<file path="config.mk">
export PLATFORM = sky130hd
export DESIGN_NAME = sha_job_host
export DESIGN_NICKNAME = d
export VERILOG_FILES = /design/src/rtl/sha_host_pkg.sv /design/src/rtl/sha_word_ram.sv /design/src/rtl/sha_job_host.sv
export SDC_FILE = /design/constraint.sdc
export NUM_CORES = 2
export LEC_CHECK = 0
export ABC_CLOCK_PERIOD_IN_PS = 6520
export BUFFER_PORTS_ARGS = -buffer_cell sky130_fd_sc_hd__buf_4
export CORE_MARGIN = 2
export CORE_UTILIZATION = 45
export DETAILED_ROUTE_END_ITERATION = 10
export PLACE_DENSITY = 0.72
export RECOVER_POWER = 25
export SYNTH_ARGS = -nofsm -noshare
export SYNTH_HDL_FRONTEND = slang
export SYNTH_HIERARCHICAL = 1
export SYNTH_SLANG_ARGS = --single-unit
</file>
<file path="constraint.sdc">
create_clock -name clk -period 6.52 [get_ports clk]
set_input_delay 0.652 -clock clk [delete_from_list [all_inputs] [get_ports clk]]
set_output_delay 0.652 -clock clk [all_outputs]
set_load 0.01 [all_outputs]
</file>
<file path="src/rtl/sha_host_pkg.sv">
// Shared types and constants for the SHA-256 job host: FSM state encoding,
// default job sizes and the word returned for out-of-range core reads.
package sha_host_pkg;

  typedef enum logic [1:0] {
    ST_LOAD  = 2'd0,
    ST_START = 2'd1,
    ST_WAIT  = 2'd2,
    ST_DRAIN = 2'd3
  } state_t;

  localparam int MSG_WORDS_DEF    = 20;
  localparam int DIGEST_WORDS_DEF = 8;

  localparam logic [31:0] ERR_WORD = 32'hDEADBEEF;

endpackage

</file>
<file path="src/rtl/sha_word_ram.sv">
// Single-port word RAM: synchronous write, registered write-first read.
// Only the read register is reset; the array contents survive reset.
module sha_word_ram #(
  parameter int DEPTH = 64
) (
  input  logic                     clk,
  input  logic                     reset_n,
  input  logic                     we,
  input  logic [$clog2(DEPTH)-1:0] addr,
  input  logic [31:0]              wdata,
  output logic [31:0]              rdata
);

  logic [31:0] mem [DEPTH];
  logic [31:0] rdata_q, rdata_d;

  always_ff @(posedge clk) begin
    if (we) mem[addr] <= wdata;
  end

  always_comb begin
    rdata_d = we ? wdata : mem[addr];
  end

  always_ff @(posedge clk or negedge reset_n) begin
    if (!reset_n) rdata_q <= '0;
    else          rdata_q <= rdata_d;
  end

  assign rdata = rdata_q;

endmodule

</file>
<file path="src/rtl/sha_job_host.sv">
// Host-side job controller for the SHA-256 core: load message, start, serve core memory, drain digest.
// Optional macro SHA_HOST_ADDR_CHECK_EN flags, drops and poisons core accesses at or beyond DEPTH.
//
// state | meaning
// LOAD  | accepting message words from the upstream stream into the RAM
// START | one-cycle start pulse to the core
// WAIT  | core owns the RAM port; waiting for a fresh rising edge of sha_done
// DRAIN | streaming digest words out of the RAM
import sha_host_pkg::*;

module sha_job_host #(
  parameter int          DEPTH        = 64,
  parameter int          MSG_WORDS    = MSG_WORDS_DEF,
  parameter int          DIGEST_WORDS = DIGEST_WORDS_DEF,
  parameter logic [15:0] MSG_BASE     = 16'h0000,
  parameter logic [15:0] OUT_BASE     = 16'h0020
) (
  input  logic        clk,
  input  logic        reset_n,
  input  logic        in_valid,
  input  logic [31:0] in_data,
  output logic        in_ready,
  output logic        out_valid,
  output logic [31:0] out_data,
  input  logic        out_ready,
  output logic        busy,
  output logic        addr_err,
  output logic        sha_start,
  output logic [15:0] sha_message_addr,
  output logic [15:0] sha_output_addr,
  input  logic        sha_done,
  input  logic        sha_mem_we,
  input  logic [15:0] sha_mem_addr,
  input  logic [31:0] sha_mem_write_data,
  output logic [31:0] sha_mem_read_data
);

  localparam int AW    = $clog2(DEPTH);
  localparam int CNT_W = 16;

  state_t           state_q, state_d;
  logic [CNT_W-1:0] cnt_q, cnt_d;
  logic             out_valid_q, out_valid_d;
  logic             done_prev_q, done_prev_d;

  logic             in_hs, out_hs, done_rise, core_owns, addr_oob;
  logic [15:0]      host_addr;
  logic             ram_we;
  logic [AW-1:0]    ram_addr;
  logic [31:0]      ram_wdata, ram_rdata, rd_data;
  logic             unused_addr_bits;

  assign in_hs     = in_valid & in_ready;
  assign out_hs    = out_valid_q & out_ready;
  assign done_rise = sha_done & ~done_prev_q;

  always_ff @(posedge clk or negedge reset_n) begin
    if (!reset_n) begin
      state_q     <= ST_LOAD;
      cnt_q       <= '0;
      out_valid_q <= 1'b0;
      done_prev_q <= 1'b0;
    end else begin
      state_q     <= state_d;
      cnt_q       <= cnt_d;
      out_valid_q <= out_valid_d;
      done_prev_q <= done_prev_d;
    end
  end

  always_comb begin
    state_d     = state_q;
    cnt_d       = cnt_q;
    done_prev_d = sha_done;
    case (state_q)
      ST_LOAD: begin
        if (in_hs) begin
          if (cnt_q == CNT_W'(MSG_WORDS - 1)) begin
            state_d = ST_START;
            cnt_d   = '0;
          end else begin
            cnt_d = cnt_q + 1'b1;
          end
        end
      end
      ST_START: state_d = ST_WAIT;
      ST_WAIT: begin
        if (done_rise) begin
          state_d = ST_DRAIN;
          cnt_d   = '0;
        end
      end
      ST_DRAIN: begin
        if (out_hs) begin
          if (cnt_q == CNT_W'(DIGEST_WORDS - 1)) begin
            state_d = ST_LOAD;
            cnt_d   = '0;
          end else begin
            cnt_d = cnt_q + 1'b1;
          end
        end
      end
      default: begin
        state_d = ST_LOAD;
        cnt_d   = '0;
      end
    endcase
    // Valid only from the second DRAIN cycle on, once the first read has landed.
    out_valid_d = (state_q == ST_DRAIN) && (state_d == ST_DRAIN);
  end

  always_comb begin
    in_ready  = (state_q == ST_LOAD);
    sha_start = (state_q == ST_START);
    busy      = (state_q != ST_LOAD);
  end

  // Drain reads follow the next count so a handshake is immediately followed by the next word.
  always_comb begin
    core_owns = (state_q == ST_START) || (state_q == ST_WAIT);
    host_addr = (state_q == ST_DRAIN) ? OUT_BASE + cnt_d : MSG_BASE + cnt_q;
    ram_addr  = core_owns ? sha_mem_addr[AW-1:0] : host_addr[AW-1:0];
    ram_wdata = core_owns ? sha_mem_write_data : in_data;
    ram_we    = 1'b0;
    case (state_q)
      ST_LOAD: ram_we = in_hs;
      ST_WAIT: ram_we = sha_mem_we & ~addr_oob;
      default: ram_we = 1'b0;
    endcase
  end

  sha_word_ram #(.DEPTH(DEPTH)) u_ram (
    .clk     (clk),
    .reset_n (reset_n),
    .we      (ram_we),
    .addr    (ram_addr),
    .wdata   (ram_wdata),
    .rdata   (ram_rdata)
  );

`ifdef SHA_HOST_ADDR_CHECK_EN
  logic addr_err_q, addr_err_d, rd_oob_q, rd_oob_d;

  assign addr_oob = (state_q == ST_WAIT) && (32'(sha_mem_addr) >= 32'(DEPTH));

  always_comb begin
    addr_err_d = addr_err_q | addr_oob;
    rd_oob_d   = addr_oob;
  end

  always_ff @(posedge clk or negedge reset_n) begin
    if (!reset_n) begin
      addr_err_q <= 1'b0;
      rd_oob_q   <= 1'b0;
    end else begin
      addr_err_q <= addr_err_d;
      rd_oob_q   <= rd_oob_d;
    end
  end

  assign addr_err = addr_err_q;
  assign rd_data  = rd_oob_q ? ERR_WORD : ram_rdata;
`else
  assign addr_oob = 1'b0;
  assign addr_err = 1'b0;
  assign rd_data  = ram_rdata;
`endif

  assign unused_addr_bits  = ^{host_addr[15:AW], sha_mem_addr[15:AW]};

  assign out_valid         = out_valid_q;
  assign out_data          = rd_data;
  assign sha_mem_read_data = rd_data;
  assign sha_message_addr  = MSG_BASE;
  assign sha_output_addr   = OUT_BASE;

endmodule

</file>
==> reports/summary.txt <==
==================================================================================
Library cell occupying the most area in the post-synthesis netlist    sky130_fd_sc_hd__edfxtp_1
Post-Synthesis Cells                                                          4426
Cell area after synthesis                                                82200 um2
Critical path type                                                      reg -> reg
Yosys top cell area share                                                    74.9%
Count of pins on the block boundary                                            187
Number of global-route vias before repair                                    46600
Horizontal die dimension                                                    431 um
Fraction of final layout cells sized beyond drive strength 1                 21.9%
Setup repair after global routing missed its margin                          false
Number of storage elements in the synthesis netlist                           2100
Run status                                                            finished, violations left
Post-Synthesis Mean Instance Area                                         18.6 um2
Port-buffer cells                                                              143
Peak supply drop                                                          0.605 mV
Number of fillers in the final layout                                        14000
Floorplan die height                                                        431 um
DR top layer                                                                  met5
Critical Path Start Type                                                  register
HPWL after detailed placement                                            150000 um
Share of async-settable or async-resettable flops after synthesis            2.48%
Clock tree sinks                                                              2100
Kind of path behind the tightest hold check                              in -> reg
Root buf cell                                                         sky130_fd_sc_hd__clkbuf_16
Clk Latency, worst-skew pair                                               0.85 ns
Pre-CTS WS                                                                 1.10 ns
Overall overflow remaining after global route                                    0
Summed negative setup slack over all endpoints                                0 ns
Number of nets at the end of the flow                                         4813
Worst path required time                                                   7.00 ns
Hold Slack                                                                0.154 ns
Detailed-route wire length                                               256000 um
Setup violation total in the final timing report                                 0
TritonCTS clock tree                                                           yes
Average detailed-routed wire length per instance                           35.2 um
Core outline area                                                       181000 um2
Number of failing hold endpoints at the final stage                              0
Area occupied by multi-input gates                                       17900 um2
Post-route setup slack                                                    0.763 ns
Effective utilization at floorplan                                           45.4%
Post-route minimum period                                                  5.76 ns
Number of violations of the max-capacitance limit                               21
Initial DRC Count                                                             8679
Wire length the detailed router placed on met1                            86700 um
Global-route usage over all layers                                           27.1%
Signed area change from the synthesized netlist to the final layout          14.0%
Number of synthesized flops with an enable pin                                2048
Std-Cell Rows                                                                  156
Average vias per placed instance                                              6.69
Total length of routed met2 wires                                        115000 um
Crit Path Max Fanout                                                            38
Max_slew headroom                                                            -187%
Power Density                                                           547 nW/um2
Met3 WL post-DR                                                           36100 um
Failing checks                                                        max-capacitance violations, max-slew violations
Top_reg_cell synth                                                    sky130_fd_sc_hd__edfxtp_1
Flip-flop and latch area                                                 62800 um2
Maximum number of pins on one net before global-route repair                    79
Sequential share of the synthesized area                                     76.4%
Warning count from the yosys run                                                 6
Full die area                                                           186000 um2
Synth unique cells                                                              83
Remaining routing DRC violations                                                 0
Most common cell after layout, fill and taps aside                    sky130_fd_sc_hd__edfxtp_1
Leakage power                                                            0.0296 uW
Deepest level of the CTS H-tree                                                  4
Final core utilization                                                       51.7%
Tightest Pin Transition                                                    4.31 ns
Clk buf depth                                                                    3
Leading cell types in the layout, fill and taps excluded              sky130_fd_sc_hd__edfxtp_1, sky130_fd_sc_hd__buf_4, sky130_fd_sc_hd__a221oi_1, sky130_fd_sc_hd__clkbuf_16, sky130_fd_sc_hd__mux2_2
Setup clock skew after layout                                            0.0296 ns
Final GP Congestion                                                          0.908
Global-route wire length before repair                                   355000 um
Number of antenna violations at the first check in global routing               14
Antenna violation net count after detailed routing                               0
Drt first pass iters                                                             6
Fmax                                                                       174 MHz
Top cells by area, synth                                              sky130_fd_sc_hd__edfxtp_1, sky130_fd_sc_hd__mux4_2, sky130_fd_sc_hd__mux2_2, sky130_fd_sc_hd__mux2i_1, sky130_fd_sc_hd__a221oi_1
Setup crit end kind                                                       register
Clock transition at path regs                                              0.06 ns
Via count                                                                    48600
Arr. time, crit path                                                       6.24 ns
Inserted Clock Buffers                                                         202
Final max-slew violation count                                                1305
Final worst-path cycle share                                                 88.3%
==================================================================================
==> worst paths after layout <==
| check | end | slack [ns] | start | depth (start not counted) |
|---|---|---|---|---|
| setup / recovery | u_ram/mem[3][30] | 0.76 | cnt_q[0] | 12 |
| hold / removal | state_q[0] | 0.15 | in_valid | 3 |
| setup reg to reg | u_ram/mem[3][30] | 0.76 | cnt_q[0] | 12 |
| hold reg to reg | cnt_q[15] | 0.60 | cnt_q[15] | 2 |
| max in group asynchronous | cnt_q[10] | 1.33 | reset_n | 3 |
| min in group asynchronous | u_ram/rdata[7] | 0.54 | reset_n | 2 |
==> cells in the mapped netlist, drive strengths merged (11+ instances only) <==
| library cell | n |
|---|---|
| a221oi | 220 |
| a22oi | 151 |
| mux2i | 200 |
| o32a | 16 |
| inv | 25 |
| a21oi | 109 |
| and3 | 11 |
| o21ai | 103 |
| a22o | 54 |
| buf | 270 |
| nor3 | 11 |
| nand3 | 31 |
| mux2 | 210 |
| o221ai | 15 |
| a211oi | 12 |
| a31oi | 17 |
| o22ai | 105 |
| clkbuf | 85 |
| a222oi | 16 |
| a221o | 43 |
| a32oi | 16 |
| dfrtp | 52 |
| o211ai | 12 |
| nand4 | 14 |
| nor2 | 191 |
| o22a | 12 |
| mux4 | 157 |
| o2bb2ai | 11 |
| nand2 | 93 |
| edfxtp | 2048 |
==> cells by family after synthesis <==
group	after synthesis	share of synthesized area (%)
flip-flops	2100	76.4
AO/OA/AOI/OAI	956	8.79
multiplexers	567	9.62
AND/OR/NAND/NOR	405	2.30
buffers and inverters	381	2.65
XOR/XNOR	8	0.0853
adder cells (fa/ha/maj)	7	0.107
other	2	0.00914
==> sequential cells by signal, indices dropped and copies added (netlist names) <==
name	cells
out_valid	1
u_ram/mem	2048
u_ram/rdata	32
done_prev_q	1
state_q	2
cnt_q	16
==> worst max-delay path: stages, from the launching register on <==
cell and delay, ns:
sky130_fd_sc_hd__dfrtp_1 0.45, sky130_fd_sc_hd__ha_1 0.32, sky130_fd_sc_hd__and3b_1 0.30, sky130_fd_sc_hd__nand4_1 0.24, sky130_fd_sc_hd__a22o_2 0.39, sky130_fd_sc_hd__nand3b_1 0.14, sky130_fd_sc_hd__a32oi_4 0.23, sky130_fd_sc_hd__buf_12 0.24
sky130_fd_sc_hd__clkinv_2 0.06, sky130_fd_sc_hd__buf_4 0.72, sky130_fd_sc_hd__nand2_1 0.85, sky130_fd_sc_hd__nor2_4 0.82, sky130_fd_sc_hd__buf_4 0.53
==> what timing repair did <==
| action | in CTS | in global routing |
|---|---|---|
| setup buffers | 0 | 0 |
| resized for setup | 0 | 0 |
| endpoints found under the hold margin | 11 | 0 |
| hold buffers | 2 | 0 |
==> power by group <==
part | total (uW) | switching [uW] | leakage, uW | internal, uW
sequential | 17700 | 319 | 0.0191 | 17400
combinational | 21800 | 15100 | 0.00734 | 6750
clock | 11700 | 5030 | 0.00322 | 6650
total | 51200 | 20400 | 0.0296 | 30800
==> routing by layer <==
metal | vias to the layer above | global-route usage (%)
li1 | 18900 | -
met1 | 24600 | 35.7
met2 | 4296 | 41.1
met3 | 794 | 6.66
met4 | 6 | 16.3
met5 | - | 0
==> layout make-up <==
cell class              instances  share of cell area [%]
repair buffers                414                    3.55
diodes                          6                  0.0160
clock inverters               122                    1.27
clock buffers                 255                    5.76
flip-flops and latches       2100                    67.0
inverters                      26                   0.114
well taps                    2370                    3.17
multi-input cells            1976                    19.1
==> stage by stage <==
stage	power, uW	cell area (um2)	std cells
after CTS	50700	94100	7263
after global routing	52200	93700	7263
after global placement	38900	87500	6884
final	51200	93700	7269
after detailed placement	39100	87500	6884
after floorplan	30000	82300	4457
No activity file was read; power rests on OpenSTA's default activity.
